<file path="src/rtl/mem_arbiter_pkg.sv">
// Shared types and constants for the unified-memory arbiter.
// Addressing-control codes follow the RISC-V funct3 load/store encoding.
package mem_arb_pkg;

    typedef enum logic [1:0] {
        IDLE   = 2'd0,
        BUSY_I = 2'd1,
        BUSY_D = 2'd2,
        RESP   = 2'd3
    } arb_state_t;

    localparam logic [2:0] LB  = 3'b000;
    localparam logic [2:0] LH  = 3'b001;
    localparam logic [2:0] LW  = 3'b010;
    localparam logic [2:0] LBU = 3'b100;
    localparam logic [2:0] LHU = 3'b101;
    localparam logic [2:0] SB  = 3'b000;
    localparam logic [2:0] SH  = 3'b001;
    localparam logic [2:0] SW  = 3'b010;

    localparam logic [31:0] NOP_INSTR = 32'h0000_0013;

endpackage

</file>
<file path="src/rtl/mem_arbiter_watchdog.sv">
// BUSY-state watchdog for mem_arbiter; compiled only when ARB_TIMEOUT_EN is defined.
// Counts cycles while not cleared and flags the last permitted cycle.
`ifdef ARB_TIMEOUT_EN
module arb_watchdog
    import mem_arb_pkg::*;
#(
    parameter int unsigned LIMIT = 255
) (
    input  logic clk,
    input  logic rst,
    input  logic clear,
    output logic tc
);

    localparam int unsigned CW = $clog2(LIMIT + 1);

    logic [CW-1:0] count;

    always_ff @(posedge clk) begin
        if (!rst || clear) begin
            count <= '0;
        end else if (count != CW'(LIMIT)) begin
            count <= count + 1'b1;
        end
    end

    // Asserted during the LIMIT-th cycle since the clear was released.
    assign tc = (count == CW'(LIMIT - 1));

endmodule
`endif

</file>
<file path="src/rtl/mem_arbiter.sv">
// Arbitrates one single-port memory between instruction fetch and load/store.
// Optional watchdog enabled by defining ARB_TIMEOUT_EN.
module mem_arbiter
    import mem_arb_pkg::*;
#(
    parameter int unsigned DATA_WIDTH     = 32,
    parameter int unsigned ADDR_WIDTH     = 32,
    parameter int unsigned MAX_D_STREAK   = 4,
    parameter int unsigned TIMEOUT_CYCLES = 255
) (
    input  logic                  clk,
    input  logic                  rst,
    input  logic                  if_req,
    input  logic [ADDR_WIDTH-1:0] if_addr,
    output logic [DATA_WIDTH-1:0] if_rdata,
    output logic                  if_rvalid,
    input  logic                  d_req,
    input  logic                  d_we,
    input  logic [ADDR_WIDTH-1:0] d_addr,
    input  logic [DATA_WIDTH-1:0] d_wdata,
    input  logic [2:0]            d_ctrl,
    output logic [DATA_WIDTH-1:0] d_rdata,
    output logic                  d_rvalid,
    output logic                  mem_req,
    output logic                  mem_we,
    output logic [ADDR_WIDTH-1:0] mem_addr,
    output logic [DATA_WIDTH-1:0] mem_wdata,
    output logic [2:0]            mem_ctrl,
    input  logic [DATA_WIDTH-1:0] mem_rdata,
    input  logic                  mem_ready,
    output logic                  stall,
    output logic                  err
);

    localparam int unsigned STREAK_W = $clog2(MAX_D_STREAK + 1);
    localparam logic [STREAK_W-1:0] STREAK_MAX = STREAK_W'(MAX_D_STREAK);

    arb_state_t state, state_nx;

    logic                  grant_d;
    logic                  grant_i;
    logic                  timeout;
    logic                  owner_d;
    logic [STREAK_W-1:0]   streak;
    logic                  lat_we;
    logic [ADDR_WIDTH-1:0] lat_addr;
    logic [DATA_WIDTH-1:0] lat_wdata;
    logic [2:0]            lat_ctrl;

`ifdef ARB_TIMEOUT_EN
    logic busy;
    logic wd_tc;
    logic err_q;

    assign busy = (state == BUSY_I) || (state == BUSY_D);

    arb_watchdog #(
        .LIMIT(TIMEOUT_CYCLES)
    ) u_watchdog (
        .clk  (clk),
        .rst  (rst),
        .clear(!busy),
        .tc   (wd_tc)
    );

    assign timeout = busy && wd_tc;

    always_ff @(posedge clk) begin
        if (!rst) begin
            err_q <= 1'b0;
        end else if (timeout && !mem_ready) begin
            err_q <= 1'b1;
        end
    end

    assign err = err_q;
`else
    assign timeout = 1'b0;
    assign err     = 1'b0;
`endif

    always_ff @(posedge clk) begin
        if (!rst) begin
            state <= IDLE;
        end else begin
            state <= state_nx;
        end
    end

    always_comb begin
        state_nx = state;
        grant_d  = 1'b0;
        grant_i  = 1'b0;
        unique case (state)
            IDLE: begin
                // Data has priority until it has starved a waiting fetch long enough.
                if (d_req && !(if_req && streak == STREAK_MAX)) begin
                    grant_d  = 1'b1;
                    state_nx = BUSY_D;
                end else if (if_req) begin
                    grant_i  = 1'b1;
                    state_nx = BUSY_I;
                end
            end
            BUSY_I, BUSY_D: begin
                if (mem_ready || timeout) begin
                    state_nx = RESP;
                end
            end
            RESP:    state_nx = IDLE;
            default: state_nx = IDLE;
        endcase
    end

    always_comb begin
        mem_req   = (state == BUSY_I) || (state == BUSY_D);
        mem_we    = (state == BUSY_D) && lat_we;
        if_rvalid = (state == RESP) && !owner_d;
        d_rvalid  = (state == RESP) && owner_d;
        stall     = rst && ((if_req && !if_rvalid) || (d_req && !d_rvalid));
    end

    assign mem_addr  = lat_addr;
    assign mem_wdata = lat_wdata;
    assign mem_ctrl  = lat_ctrl;

    always_ff @(posedge clk) begin
        if (!rst) begin
            owner_d   <= 1'b0;
            streak    <= '0;
            lat_we    <= 1'b0;
            lat_addr  <= '0;
            lat_wdata <= '0;
            lat_ctrl  <= '0;
            if_rdata  <= '0;
            d_rdata   <= '0;
        end else begin
            if (grant_d) begin
                owner_d   <= 1'b1;
                lat_we    <= d_we;
                lat_addr  <= d_addr;
                lat_wdata <= d_wdata;
                lat_ctrl  <= d_ctrl;
                if (!if_req) begin
                    streak <= '0;
                end else if (streak != STREAK_MAX) begin
                    streak <= streak + 1'b1;
                end
            end else if (grant_i) begin
                owner_d   <= 1'b0;
                lat_we    <= 1'b0;
                lat_addr  <= if_addr;
                lat_wdata <= '0;
                lat_ctrl  <= LW;
                streak    <= '0;
            end

            if (state == BUSY_I) begin
                if (mem_ready) begin
                    if_rdata <= mem_rdata;
                end else if (timeout) begin
                    if_rdata <= DATA_WIDTH'(NOP_INSTR);
                end
            end

            if (state == BUSY_D && !lat_we) begin
                if (mem_ready) begin
                    d_rdata <= mem_rdata;
                end else if (timeout) begin
                    d_rdata <= '0;
                end
            end
        end
    end

endmodule

</file>
<file path="config.mk">
export PLATFORM = sky130hd
export DESIGN_NAME = mem_arbiter
export DESIGN_NICKNAME = d
export VERILOG_FILES = /design/src/rtl/mem_arbiter_pkg.sv /design/src/rtl/mem_arbiter_watchdog.sv /design/src/rtl/mem_arbiter.sv
export SDC_FILE = /design/constraint.sdc
export NUM_CORES = 1
export LEC_CHECK = 0
export CAP_MARGIN = 20
export CORE_AREA = 2 2 108 110
export CTS_BUF_LIST = sky130_fd_sc_hd__clkbuf_4 sky130_fd_sc_hd__clkbuf_8
export DETAILED_ROUTE_END_ITERATION = 7
export DIE_AREA = 0 0 110 112
export DONT_BUFFER_PORTS = 1
export GPL_ROUTABILITY_DRIVEN = 0
export PLACE_DENSITY_LB_ADDON = 0.15
export SYNTH_ARGS = -nofsm -noshare
export SYNTH_HDL_FRONTEND = slang
export SYNTH_SLANG_ARGS = --single-unit
</file>
<file path="constraint.sdc">
create_clock -name clk -period 2.26 [get_ports clk]
set_clock_uncertainty 0.2 [all_clocks]
set_input_delay 0.339 -clock clk [delete_from_list [all_inputs] [get_ports clk]]
set_output_delay 0.339 -clock clk [all_outputs]
set_load 0.01 [all_outputs]
</file>
==> results.md, run 1 <==
- Mean area per synthesized cell: 9.168 um2
- Reg-to-reg startpoint: state[0]
- Worst VDD drop: around 570 uV
- WP data required: 1.72 ns
- Period utilization: 0.9217
- Final hold vios: 0
- Seq/Total Area, Yosys: 0.5391
- Crit path max fanout: 4
- Crit-path cells: ha_1 > nor2b_1 > a211oi_2
- Top sig layer: met4
- Clock network power share: 0.299
- Overflow after GRT: 0
- MaxCap Viol Count: 0
- Residual DRC count: 0
- Pwr Total: 7.321 mW
- DR WL/cell: 17.86 um
- PortBufs: 0
- Pre-Repair DR Iteration Count: 5
- Starting Density: 0.4586
- Hold_sp: d_req
- Post-CTS Setup Repair Bufs: 0
- Finished Cell Area: 6913 um2
- Area grow syn2layout: 34.89%
- First-pass GRT wire length: 22630 um
- Max stage delay cell, worst path: dfxtp_1
- Ports: 274
- Top delay family on crit path: flip-flops
- # diodes: 0
- P per Cell Area: 1059 nW/um2
- Area of the die: 12320 um2
- Comb power frac: 0.206
- Row count: 39
- Routed vias: 4448
- Reg2reg end: mem_addr[1]
- Ratio of cells with drive above 1 in the final layout: 0.1206
- Lkg Pwr: 2.730 nW
- Psw: ~2.4 mW
- Switching Fraction: 0.3243
- Number of global-route vias before repair: around 4500
- Final Max Slew Viols: 0
- CORE AREA: about 11000 um2
- Cell-internal power: 4.947 mW
- Via density: 5.353
- Synthesized area: 5125 um2
- R2R depth: 4
- CTS tree: done
- Crit path largest cell delay: 0.38 ns
- Nets: between 800 and 900
- Hold slack: approximately 0.032 ns
- Most frequent cells in the layout: nand2_1 (197), dfxtp_1 (138), dlygate4sd3_1 (135)
- Worst setup margin: 0.1771 ns
- Worst Setup Start Kind: flop
- H-tree lvl count: 4
- Routed Antenna Nets: 0
- Reg power frac: 0.495
- DP Wirelength: 8757 um
- WP buf/inv: 0
- Hold Path Sink: state[0]
- Area of placed instances: 5090 um2
- Crit path DAT: 1.54 ns
- Synthesized net count: approximately 700
- GRT Total Usage: 0.2363
- RSZ-0062 raised after global routing: false
- Total Wirelength: 14840 um
- Syn. warnings: 0
- Metal3 WL: 1436 um
- Final Util: 0.6186
- Max Fclk: 480.1 MHz
- Count of different cell masters after synthesis: 33
- Worst min-delay path class: in -> reg
- CTS Buf Count: 17
- CTS root buffer: clkbuf_8
- Largest net degree at the start of global routing: 39
- Iteration-0 DRC Markers: around 350
- Detail Route met2 WL: 7313 um
- Crit path kind: reg -> out
- Cell Count, Final, Fillers Out: 831
- Final setup TNS: 0 ns
- Register-to-register path setup slack: approximately 0.33 ns
- Fin crit period: 2.083 ns
- Post-synthesis register bit count: 138
- Reg clk slew, reported paths: 0.07 ns
- Antenna violations before repair: 0
- Post-Place Worst Slack: 0.03992 ns
- Syn Inst Count: roughly 560
- M1 WL: 5723 um
- Clk Latency, worst-skew pair: 0.42 ns
- Placed insts: 664
- Die Span Y: 112 um
- Die width: 110 um
- Final setup viols: 0
- Most common cell after layout, fill and taps aside: nand2_1
- Critical path endpoint category: output pin
- Clock Sinks: between 100 and 150
- Bufs on Longest Clock Path: 2
- Outcome: complete, no violations
- Hold path depth: 3
## synth_stat cells
master / instances / area share
buf_2: 18 / 0.018
nand3_1: 2 / 0.0020
buf_4: 5 / 0.0073
a21bo_2: 1 / 0.0020
and3b_1: 1 / 0.0017
nor3_1: 1 / 0.00098
o32ai_1: 1 / 0.0017
a32o_1: 1 / 0.0020
buf_6: 8 / 0.018
inv_2: 1 / 0.00073
o221a_2: 34 / 0.075
inv_1: 7 / 0.0051
nor2_1: 1 / 0.00073
nand3b_1: 1 / 0.0015
a22o_1: 36 / 0.062
a21oi_1: 67 / 0.065
clkbuf_1: 15 / 0.011
o21ai_2: 1 / 0.0017
dfxtp_1: 138 / 0.54
a211o_1: 1 / 0.0017
a211oi_1: 1 / 0.0015
mux2i_1: 1 / 0.0020
o211ai_2: 1 / 0.0024
nand3_2: 2 / 0.0039
conb_1: 1 / 0.00073
a21boi_0: 2 / 0.0029
nor4b_1: 1 / 0.0017
and2_1: 2 / 0.0024
and4_4: 1 / 0.0022
nand2_1: 197 / 0.14
ha_1: 6 / 0.015
and2_4: 1 / 0.0017
nor2b_1: 3 / 0.0037
## logic make-up (layout without fill, tap and decap cells)
logic type               count (synthesis)  after routing  share of synthesized area
buffers and inverters                   54            183                    0.05933
adder cells (fa/ha/maj)                  6              6                    0.01465
flip-flops                             138            138                     0.5391
AO/OA/AOI/OAI                          146            146                     0.2175
multiplexers                             1              1                   0.001953
AND/OR/NAND/NOR                        213            213                     0.1667
other                                    1              1                  0.0007317
## per-layer routing
layer,vias up,global-route usage
met3,35,0.09543
met5,-,0
met4,0,0.1080
li1,2142,-
met2,208,0.3906
met1,2063,0.2626
## registers in the layout, summed over array words and instances (netlist names)
register   count
if_rdata      32
streak         3
mem_wdata     32
d_rdata       32
lat_we         1
owner_d        1
state          2
mem_addr      32
mem_ctrl       3
## what timing repair did
action                                  4_1_cts  5_1_grt
hold endpoints to repair                    137        0
gates resized for setup                       0        2
endpoints found under the setup margin        0       33
hold buffers                                136        0
## worst register-to-register path, delay by kind of cell (launching register included)
family                     cells  cell delay, ns
adders and majority gates      1            0.41
AOI/OAI and AO/OA              1            0.39
and+or+nand+nor                1            0.39
DFF                            1            0.34
buffers and inverters          1            0.09
## worst max-delay path by stage
stage                         from       endpoint  slack (ns)  cells after the start
after floorplan           state[0]  mem_wdata[10]        0.59                      8
after global placement    state[0]   mem_addr[24]        0.12                      4
after detailed placement  state[0]   mem_addr[26]        0.04                      4
after CTS                 state[0]          stall        0.03                      3
after global routing      state[1]          stall        0.05                      3
final                     state[1]          stall        0.18                      3
## cell type report
type                       instances  area [um2]
multi-input combinational        367        2071
inverter                           8       30.03
sequential                       138        2763
clock buffer                      20       269.0
timing repair buffer             144        1431
tap                              143       178.9
fill                             916        4262
clock inverter                    11       170.2
## power groups by stage
stage	clock network [mW]	logic (mW)	registers (mW)
after floorplan	0	1.12	3.52
after global placement	0	1.21	3.66
after detailed placement	0	1.26	3.66
after CTS	2.24	1.47	3.62
after global routing	2.36	1.67	3.69
final	2.19	1.51	3.63
Power figures use the tool's default switching activity.
==> run 2, diff against run 1 <==
--- a/config.mk
+++ b/config.mk
@@ -5,11 +5,12 @@
 export SDC_FILE = /design/constraint.sdc
 export NUM_CORES = 1
 export LEC_CHECK = 0
+export ABC_AREA = 1
 export CAP_MARGIN = 20
-export CORE_AREA = 2 2 108 110
+export CORE_MARGIN = 2
+export CORE_UTILIZATION = 50
 export CTS_BUF_LIST = sky130_fd_sc_hd__clkbuf_4 sky130_fd_sc_hd__clkbuf_8
 export DETAILED_ROUTE_END_ITERATION = 7
-export DIE_AREA = 0 0 110 112
 export DONT_BUFFER_PORTS = 1
 export GPL_ROUTABILITY_DRIVEN = 0
 export PLACE_DENSITY_LB_ADDON = 0.15
==> run 2 against run 1 <==
Net effect: hold slack improved by 0.029 ns; count of clock-buffer cells in the layout is 1 higher; critical path depth grew 2; register-to-register slack got worse by 0.06 ns; synthesized area rose by 8.0%; sequential power up 4%; flip-flop and latch count unchanged; highest routed layer unchanged.
==> results.md, run 2 <==
- Outcome: complete, no violations
- Clock Sinks: 138 (unchanged)
- Nets: 1002 (+22%)
- Ys async rst share: 0 (unchanged)
- Post-Place Worst Slack: -0.05059 ns (-0.09051 ns)
- Antenna violations before repair: 0 (unchanged)
- Routed Antenna Nets: 0 (unchanged)
- Area grow syn2layout: 34.23%
- Via density: 5.313 (-0.74%)
- Post-synthesis register bit count: 138 (unchanged)
- Worst setup margin: 0.1442 ns (-0.03281 ns)
- Most common cell after layout, fill and taps aside: nand2_1
- GRT Total Usage: 0.2657 (+0.02932)
- Starting Density: 0.5105 (+0.05188)
- RSZ-0062 raised after global routing: false
- Critical path endpoint category: output pin
- MaxCap Viol Count: 0 (unchanged)
- Residual DRC count: 0 (unchanged)
- Most frequent cells after synthesis: nand2_1 (151), dfxtp_1 (138), nor2_1 (136), o21ai_0 (97), a21oi_1 (73)
- Count of different cell masters after synthesis: 22 (-33%)
- Most used DFF post-synth: dfxtp_1
- Crit path kind: reg -> out
- Ports: 274 (unchanged)
- Clk Latency, worst-skew pair: 0.44 ns (+0.02 ns)
- Total Wirelength: 16440 um (+11%)
- Ratio of cells with drive above 1 in the final layout: 0.05734 (-0.06330)
- Number of global-route vias before repair: 5209 (+15%)
- WP data required: 1.72 ns (about the same)
- Worst min-delay path class: in -> reg
- Lkg Pwr: 3.216 nW (+18%)
- P per Cell Area: 1084 nW/um2 (+2.3%)
- # diodes: 0 (unchanged)
- Crit-path most repeated cell: nand2_1
- DR WL/cell: 16.25 um (-9.0%)
- Crit path DAT: 1.58 ns (+0.04 ns)
- Die Span Y: 109.2 um (-2.5%)
- Seq/Total Area, Yosys: 0.4992 (-0.03985)
- Row count: 38 (-2.6%)
- Worst VDD drop: 659.2 uV (+15%)
- Max stage delay cell, worst path: dfxtp_1
- Finished Cell Area: 7428 um2 (+7.5%)
- Most frequent cells in the layout: nand2_1 (151), dfxtp_1 (138), dlygate4sd3_1 (136)
- Period utilization: 0.9362 (+0.01452)
- Area share of the largest cell type after synthesis: 0.4992 (-0.03985)
- Syn. warnings: 0 (unchanged)
- Synthesized area: 5534 um2 (+8.0%)
- Synth area leaders: dfxtp_1 (50%), nand2_1 (10%), nor2_1 (9.2%)
- CORE AREA: 10840 um2 (-3.0%)
- Syn Inst Count: 746 (+33%)
- Filler cell count: 835 (-8.8%)
- PortBufs: 0 (unchanged)
- Crit path max fanout: 3 (-1)
- Final Util: 0.6852 (+0.06662)
- Final hold vios: 0 (unchanged)
- Synthesized net count: 889 (+27%)
- Max Fclk: 472.6 MHz (-1.6%)
- Largest net degree at the start of global routing: 101 (+160%)
- Crit-path cells: buf_4 > ha_1 > nand2_1 > nand2_1 > a21oi_1
- Die width: 109.2 um (-0.72%)
- Bufs on Longest Clock Path: 2 (unchanged)
- Tightest Pin Transition: 0.9867 ns
- Pwr Total: 8.051 mW (+10%)
- Final setup viols: 0 (unchanged)
- WP buf/inv: 1 (+1)
- Worst Setup Start Kind: flop
- Area of placed instances: 5534 um2 (+8.7%)
- H-tree lvl count: 4 (unchanged)
- CTS tree: done
- Cell Count, Final, Fillers Out: 1012 (+22%)
- First-pass GRT wire length: 24700 um (+9.1%)
- Iteration-0 DRC Markers: 514 (+47%)
- Final Max Slew Viols: 0 (unchanged)
- Area of the die: 11930 um2 (-3.2%)
- Fin crit period: 2.116 ns (+0.03281 ns)
- DP Wirelength: 9333 um (+6.6%)
- Overflow after GRT: 0 (unchanged)
- Count leader, synth: nand2_1
- Reg clk slew, reported paths: 0.08 ns (about the same)
- Placed insts: 842 (+27%)
- Cell taking the most area after synthesis: dfxtp_1
- Post-synth EDFFs: 0 (unchanged)
- CTS Buf Count: 17 (unchanged)
- Slew headroom: 0.3415
- Routed vias: 5377 (+21%)
- Final setup TNS: 0 ns (unchanged)
- Crit path largest cell delay: 0.31 ns (-0.07 ns)
- CTS root buffer: clkbuf_8
- Hold slack: 0.06044 ns (+0.02852 ns)
- Top delay family on crit path: flip-flops
- Post-CTS Setup Repair Bufs: 0 (unchanged)
- Mean area per synthesized cell: 7.418 um2 (-19%)
- Pre-Repair DR Iteration Count: 5 (unchanged)
run 2: cell count changes after synthesis, sizes merged, moves of 34 or more:
cell and delta:
nor2 +137, o21ai +99, a22o -36, o221a -34, inv +40, nand2 -46
run 2: logic make-up after synthesis:
group	count (synthesis)	synth area share
simple gates	327	0.2487
compound gates	174	0.1578
flops	138	0.4992
buf+inv	100	0.08003
other cells	1	0.0006776
fa+ha+maj	6	0.01357
run 2: per-layer routing:
metal / global-route usage / up-vias / share of wire
met5: 0 / - / 0
met4: 0.1438 / 0 / 0.034
met3: 0.1010 / 54 / 0.099
met2: 0.4503 / 295 / 0.49
met1: 0.2856 / 2424 / 0.38
li1: - / 2604 / -
run 2: final timing paths:
kind	startpoint	to	slack (ns)	depth (start not counted)
max	state[0]	stall	0.14	5
min	d_req	state[0]	0.06	5
max reg2reg	state[1]	d_rdata[8]	0.27	7
min reg2reg	owner_d	owner_d	0.30	2
run 2: where the power goes:
group          switching, mW  internal (mW)  leakage (nW)
Sequential             0.733           3.06          1.13
Clock                  0.933           1.41         0.240
Combinational           1.18          0.730          1.85
run 2: worst min-delay path, stage by stage:
cell,delay [ns]
nor2_2,0.04
nand2_1,0.05
o21ai_0,0.09
nand2_1,0.07
a21oi_1,0.06
run 2: what timing repair did:
item	CTS	global route
hold buffers	137	0
gates resized for setup	1	0
endpoints found under the setup margin	32	0
hold endpoints to repair	137	0
run 2: area by class of cell:
| cell class | instances | area (um2) | area share |
|---|---|---|---|
| Inverter | 48 | 180.2 | 0.02425 |
| Tap cell | 140 | 175.2 | 0.02358 |
| Timing Repair Buffer | 146 | 1501 | 0.2021 |
| Clock buffer | 21 | 282.8 | 0.03807 |
| Multi-Input combinational cell | 508 | 2336 | 0.3145 |
| Clock inverter | 11 | 190.2 | 0.02560 |
| Sequential cell | 138 | 2763 | 0.3719 |
